File: config.mk
export PLATFORM = sky130hd
export DESIGN_NAME = pc_sequencer
export DESIGN_NICKNAME = d
export VERILOG_FILES = /design/src/rtl/pc_sequencer.sv
export SDC_FILE = /design/constraint.sdc
export NUM_CORES = 1
export LEC_CHECK = 0
export CORE_MARGIN = 4
export CORE_UTILIZATION = 42
export CTS_CLUSTER_SIZE = 24
export DETAILED_ROUTE_END_ITERATION = 10
export GPL_TIMING_DRIVEN = 0
export PLACE_DENSITY = 0.79
export SYNTH_ARGS = -nofsm -noshare
export SYNTH_HDL_FRONTEND = slang
export SYNTH_SLANG_ARGS = --single-unit
File: constraint.sdc
create_clock -name clk -period 2.7 [get_ports clk]
set_input_delay 0.54 -clock clk [delete_from_list [all_inputs] [get_ports clk]]
set_output_delay 0.54 -clock clk [all_outputs]
set_load 0.01 [all_outputs]
File: src/rtl/pc_sequencer.sv
// pc_sequencer: owns the program counter and picks the next fetch address.
// Each cycle the next PC is one of: sequential (+STEP), branch target, jump
// target, or the current PC held. A redirect costs one fetch bubble and a
// one-cycle flush pulse to decode. The FSM is split into a register process,
// a next-state process and an output process.
module pc_sequencer #(
  parameter int                ADDR_W    = 8,
  parameter logic [ADDR_W-1:0] RESET_VEC = 8'h00,
  parameter int                STEP      = 4
) (
  input  logic              clk,
  input  logic              rst,
  input  logic              start,
  input  logic              stall,
  input  logic              halt,
  input  logic              br_taken,
  input  logic [ADDR_W-1:0] br_offset,
  input  logic              jmp,
  input  logic [ADDR_W-1:0] jmp_target,
  output logic [ADDR_W-1:0] pc_out,
  output logic [ADDR_W-1:0] pc_plus4,
  output logic              fetch_valid,
  output logic              flush,
  output logic [7:0]        bubble_cnt
);

  // STEP is a power of two, so the word offset becomes a shift and the
  // alignment is a mask over the low log2(STEP) bits.
  localparam int                SHIFT      = $clog2(STEP);
  localparam logic [ADDR_W-1:0] STEP_V     = ADDR_W'(STEP);
  localparam logic [ADDR_W-1:0] ALIGN_MASK = ~ADDR_W'(STEP - 1);

  typedef enum logic [1:0] {
    IDLE   = 2'd0,
    RUN    = 2'd1,
    BUBBLE = 2'd2,
    HALTED = 2'd3
  } state_e;

  state_e            state_q, state_d;
  logic [ADDR_W-1:0] pc_q, pc_d;
  logic              flush_q, flush_d;
  logic [7:0]        bubbleCnt_q, bubbleCnt_d;

  logic [ADDR_W-1:0] pcPlusStep;
  logic [ADDR_W-1:0] brDelta;
  logic [ADDR_W-1:0] brTarget;
  logic [ADDR_W-1:0] jmpTarget;

  // Candidate addresses; all arithmetic wraps modulo 2^ADDR_W. The offset is
  // sign-extended before scaling, which is the same as a plain left shift
  // once the result is truncated back to ADDR_W bits.
  always_comb begin
    pcPlusStep = pc_q + STEP_V;
    brDelta    = br_offset << SHIFT;
    brTarget   = (pcPlusStep + brDelta) & ALIGN_MASK;
    jmpTarget  = jmp_target & ALIGN_MASK;
  end

  // State, PC, flush and bubble counter registers; reset aborts everything.
  always_ff @(posedge clk or posedge rst) begin
    if (rst) begin
      state_q     <= IDLE;
      pc_q        <= RESET_VEC & ALIGN_MASK;
      flush_q     <= 1'b0;
      bubbleCnt_q <= 8'd0;
    end else begin
      state_q     <= state_d;
      pc_q        <= pc_d;
      flush_q     <= flush_d;
      bubbleCnt_q <= bubbleCnt_d;
    end
  end

  // Next-state and next-PC selection: halt, then jump, then branch, then
  // stall, then sequential. Flush is raised only by an accepted redirect.
  always_comb begin
    state_d     = state_q;
    pc_d        = pc_q;
    flush_d     = 1'b0;
    bubbleCnt_d = bubbleCnt_q;
    case (state_q)
      IDLE: begin
        if (start) begin
          state_d = RUN;
        end
      end
      RUN: begin
        if (halt) begin
          state_d = HALTED;
        end else if (jmp) begin
          pc_d    = jmpTarget;
          flush_d = 1'b1;
          state_d = BUBBLE;
        end else if (br_taken) begin
          pc_d    = brTarget;
          flush_d = 1'b1;
          state_d = BUBBLE;
        end else if (!stall) begin
          pc_d = pcPlusStep & ALIGN_MASK;
        end
      end
      BUBBLE: begin
        if (bubbleCnt_q != 8'hFF) begin
          bubbleCnt_d = bubbleCnt_q + 8'd1;
        end
        state_d = halt ? HALTED : RUN;
      end
      HALTED: begin
        state_d = HALTED;
      end
      default: begin
        state_d = IDLE;
      end
    endcase
  end

  // Outputs come from registers only; fetch_valid is a pure state decode.
  always_comb begin
    pc_out      = pc_q;
    pc_plus4    = pcPlusStep;
    fetch_valid = (state_q == RUN);
    flush       = flush_q;
    bubble_cnt  = bubbleCnt_q;
  end

endmodule

# ---- Yosys cells after proc, flatten, opt, wreduce, memory -nomap -nowiden
# Cells that the tools add are included.
dict set report totals {
  register_bits 19
  out_inout_bits 26
  elab_cells 32
}
dict set report op_classes {
  addsub 3
  eq_ne 7
  mux 13
  bitwise 1
  n_reduce_logical 4
}
# op count
set ops {}
lappend ops {{$mux W8} 3}
lappend ops {{$mux W2} 5}
lappend ops {{$add A8 B1 Y8 const B} 1}
lappend ops {{$add A8 B3 Y8 const B} 1}
lappend ops {{$add A8 B8 Y8} 1}
lappend ops {{$ne A8 B8 Y1 const B} 1}
lappend ops {{$pmux W2 S4} 1}
lappend ops {{$eq A2 B2 Y1 const B} 2}
lappend ops {{$mux W1} 4}
lappend ops {{$ne A4 B4 Y1 const B} 1}
lappend ops {{$reduce_and A2 Y1} 2}
lappend ops {{$ne A3 B1 Y1 const B} 1}
lappend ops {{$reduce_and A3 Y1} 1}
lappend ops {{$eq A2 B1 Y1 const B} 1}
lappend ops {{$logic_not A2 Y1} 1}
lappend ops {{$ne A2 B2 Y1 const B} 1}
lappend ops {{$not A1 Y1} 1}

# ---- Depth between registers and ports, before layout
dict set report depth {
  depth_word 4
  depth_mapped 8
  ltp_nobuf 8
}

# ---- Worst setup path after synthesis
# OpenSTA, ideal clock, no wires.
dict set report synth_timing {
  path_kind {flip-flop to flip-flop}
  startpoint {register pc_q[4], in the netlist pc_out[4]}
  endpoint {register pc_q[7], in the netlist pc_out[7]}
  setup_time_ns 0.068
  t_arrival_ns 2.260
  t_required_ns 2.632
  setup_slack_ns 0.372
  stages_incl_launch_ff 9
  period_less_slack_ns 2.328
  cell_sequence {dfrtp_1 > nand3_1 > xnor2_1 > ha_1 > a21o_1 > a21oi_1 > nand4_1 > a2111o_1 > nand3_1}
}
dict set report synth_between {
  elab_chain_cells 4
  word_cells_on_any_way 5
  cone_classes {add/sub (2); mux (3)}
}
# item line_no
set synth_lines {}
lappend synth_lines {{start, declared} 41} ;# logic [ADDR_W-1:0] pc_q, pc_d;
lappend synth_lines {{start signal, assigned} 64} ;# pc_q <= RESET_VEC & ALIGN_MASK;
lappend synth_lines {{start signal, assigned} 69} ;# pc_q <= pc_d;
lappend synth_lines {{$add A8 B3 Y8} 54} ;# pcPlusStep = pc_q + STEP_V;
lappend synth_lines {{named net pc_plus4[5]} 21} ;# output logic [ADDR_W-1:0] pc_plus4,
lappend synth_lines {{$add A8 B8 Y8} 56} ;# brTarget = (pcPlusStep + brDelta) & ALIGN_MASK;
lappend synth_lines {{$mux W8} 95} ;# end else if (br_taken) begin
lappend synth_lines {{$mux W8} 91} ;# end else if (jmp) begin
# The timed path passes the listed nets, and every way through them passes these cells. The select of a mux whose other input is x is not followed.
# A chain may end at the register's enable or synchronous reset.

# ---- Worst setup path after layout
dict set report layout_timing {
  startpoint {register pc_q[2], in the netlist pc_out[2]}
  endpoint {output pc_plus4[6]}
}
dict set report layout_between {
  elab_chain_cells 1
}
# item line_no
set layout_lines {}
lappend layout_lines {{$add A8 B3 Y8} 54}
lappend layout_lines {{end, declared} 21}
# Every way passes these cells.

==> impl.org <==
** Worst setup path
- Worst-path cell chain :: ha_1 -> nand3_1 -> xnor2_1 -> clkdlybuf4s50_1
- Worst path buffer plus inverter count :: 1
- In this run the worst path has a maximum fanout of 5.
- Arrival time reported for the critical path endpoint :: slightly below 2 ns
- For this run, the slowest stage of the critical path takes 0.59 ns.
- The worst setup path is captured at an output port.
- For the worst setup path, the data required time is 2.16 ns.
- The worst setup path is of the reg2out kind.
- For this design, the slowest cell found on the critical path is sky130_fd_sc_hd__clkdlybuf4s50_1.
- Kind of cell with the highest combined delay on the critical path :: buffers and inverters
- Kind of start point of the critical path :: flip-flop

** Detailed routing
- In the routed layout, each cell is associated on average with a via count of between 5 and 6.
- Total number of vias :: around 1000
- The count of nets left with antenna violations once routing finished came out at 0.
- Number of detailed-route iterations in the first pass :: 4
- Average detailed-routed wire length per instance :: around 14 um
- For this run, design rule violations remaining after detail routing come to 0.
- Initial DRC count :: 29
- Total detailed-routing wirelength :: around 2.7 mm

** Finish
- Post-route cell area :: 1620 um2
- At the end of the flow the core is filled with cells to between 60% and 70%.
- Leaving out fill and tap cells, the most frequent cell in the layout is sky130_fd_sc_hd__clkdlybuf4s50_1.
- Share of cells above drive strength 1 :: 7.69%
- Top library cells by usage in the layout, fill and taps aside :: 39 x sky130_fd_sc_hd__clkdlybuf4s50_1, 17 x sky130_fd_sc_hd__dfrtp_1, 16 x sky130_fd_sc_hd__nor2_1
- For this run, the number of standard cells in the final layout without fillers is 199.
- Relative to the synthesized area, the layout overhead comes to 40.7%.
- For this run, the post-layout net count is approximately 200.
- The repair_antennas step left the layout with diodes totalling 0.

** Floorplan
- Die ar. :: around 3600 um2
- The die is just over 60 um tall.
- The core region is approximately 2500 um2.
- Starting utilization of the core area :: between 40 and 50%
- Die X-Extent :: ~60 um
- Number of placement rows :: 18
- Boundary pin count :: 49

** STA
- The tightest hold path in the finished design has a slack of a little over 0.5 ns.
- Across the routed clock network, the largest skew measured is 0.00493 ns.
- Static timing analysis puts the maximum clock frequency at slightly above 0.4 GHz.
- The worst path needs ~2.5 ns of the cycle, external delays included.
- Final period utilization :: around nine tenths
- For the pin with the worst max-slew slack, the measured transition is about 0.62 ns.
- Once routing completed, OpenROAD measured the worst setup slack at between 0.2 and 0.25 ns.
- The count of pins over their slew limit was 0.
- Unrepaired setup endpoints after global routing :: no
- Setup violations remaining at the end of the flow were counted as 0.
- Worst-case headroom to the max-slew limit :: 58.5%
- TNS Setup :: 0 ns
- Number of failing hold endpoints at the final stage :: 0

** Place
- Port buffering added 39 buffers.
- Once placement finished, the instance area stood at between 1500 and 2000 um2.
- Routability-driven placement finished with a final weighted congestion of 0.827.
- Prior to clock tree synthesis, the placed netlist has a worst setup slack of between 0.03 and 0.04 ns.
- HPWL after detailed placement :: around 2.3 mm
- The number of placed instances, taps included, is a little under 200.

** CTS
- Source-to-sink clock delay at the later pin of the worst-skew pair :: about 0.29 ns
- H-tree depth reported by CTS :: 1
- Buffer type at the clock tree root :: sky130_fd_sc_hd__clkbuf_4
- TritonCTS Sinks :: 17
- The clock passes through at most 2 buffers.
- Number of hold buffers added after CTS :: 0
- Clock transition at the register clock pins on the worst setup and hold paths after CTS :: between 0.1 and 0.15 ns
- TritonCTS built the clock tree.
- # Post-CTS Setup Buffers :: 0
- Once the clock tree was built, the resizer swapped 0 gates to a different size.
- Counting the buffers created by CTS gives 3.

** Synthesis
- Distinct cells, synth :: 34
- Post-synth EDFFs :: 0
- In the synthesized netlist the dominant register cell turns out to be sky130_fd_sc_hd__dfrtp_1.
- Of the synthesized area, sequential elements account for between 30% and 40%.
- Yosys warning count :: 0
- Post-synth design cell area :: between 1000 and 1500 um2
- Avg Cell Area, Syn :: 9.37 um2
- Flip-flop and latch count after synthesis :: 17
- Async S/R FF share, synth :: 100%
- Instance count of the mapped netlist :: around 120

** Hold path
- Min-delay worst type :: reg2reg

** GRT
- Number of global-route vias before repair :: ~1000
- Maximum number of pins on one net before global-route repair :: 18
- The first global-routing pass estimated approximately 4.6 mm of wire.
- Antenna violations before repair :: 0
- GRT Total Usage :: between 15 and 20%
- Global routing finished with a remaining overflow of 0.

** Power and ir drop
- VDD sags by at most approximately 0.00037 V.
- For this design the static power due to leakage is 0.743 nW.
- Total power draw :: just over 0.8 mW
- Power density over the cells :: between 400 and 500 nW/um2

** Run
- The tool flagged a number of max-cap violations equal to 0.

** Status
- The run finished with clean final reports.
[worst register-to-register path: cells and delay by family (launching register included)]
kind            cells  cell delay, ns
compound gates      3            0.82
fa+ha+maj           1            0.35
flops               1            0.45
xor+xnor            1            0.35
simple gates        3            0.39
[cell usage after synthesis (all sizes together) (2+ instances only)]
| master | instances | area (um2) |
|---|---|---|
| xor2 | 7 | 61.3 |
| nor2 | 16 | 60.1 |
| inv | 5 | 18.8 |
| clkbuf | 3 | 11.3 |
| nand2 | 8 | 30.0 |
| and3 | 2 | 12.5 |
| o21ai | 3 | 15.0 |
| buf | 5 | 35.0 |
| nor3 | 3 | 15.0 |
| a21oi | 10 | 50.1 |
| dfrtp | 17 | 425 |
| a211o | 2 | 17.5 |
| nand3 | 5 | 25.0 |
| xnor2 | 7 | 61.3 |
| nand4 | 3 | 18.8 |
| a21o | 4 | 37.5 |
| ha | 8 | 100 |
[registers in the layout (all words and copies together) (netlist names)]
register,count
pc_out,6
flush,1
state_q,2
bubble_cnt,8
[cell families after synthesis]
logic type | after synthesis | share of synthesized area [%]
and+or+nand+nor | 41 | 16.7
xor gates and xnor gates | 14 | 10.6
other | 1 | 0.325
adders and majority gates | 9 | 10.4
AOI/OAI and AO/OA | 26 | 17.5
buffers and inverters | 13 | 5.65
DFF | 17 | 36.9
muxes | 2 | 1.85
[layout make-up]
cell class,count,area (um2)
fill,227,923
clock buffer,3,22.5
sequential,17,425
timing repair buffer,39,390
clock inverter,1,7.51
multi-input combinational,96,673
tap,30,37.5
buffer,8,46.3
inverter,5,18.8
[power breakdown]
part | switching (mW) | total [mW] | internal [mW]
logic | 0.165 | 0.358 | 0.193
registers | 0.0299 | 0.309 | 0.279
clock network | 0.0874 | 0.144 | 0.0563
total | 0.282 | 0.810 | 0.528
[final timing paths]
check	cells past startpoint	endpoint	slack (ns)	from
worst max-delay path	4	pc_plus4[6]	0.23	pc_out[2]
max in group asynchronous	2	state_q[1]	1.69	rst
worst min-delay path	1	bubble_cnt[6]	0.51	bubble_cnt[6]
worst min register to register	1	bubble_cnt[6]	0.51	bubble_cnt[6]
min in group asynchronous	2	bubble_cnt[7]	0.61	rst
worst max register to register	8	pc_out[7]	0.28	pc_out[4]
[routing by layer]
layer | wire length, um | part of all wire [%] | GRT usage [%] | up-vias
li1 | - | - | - | 518
met1 | 1100 | 41 | 18.3 | 467
met2 | 1410 | 52 | 31.2 | 29
met3 | 184 | 6.8 | 2.98 | 2
met4 | 8 | 0.30 | 5.06 | 0
met5 | 0 | 0 | 0 | -
No activity file was read; power rests on OpenSTA's default activity.
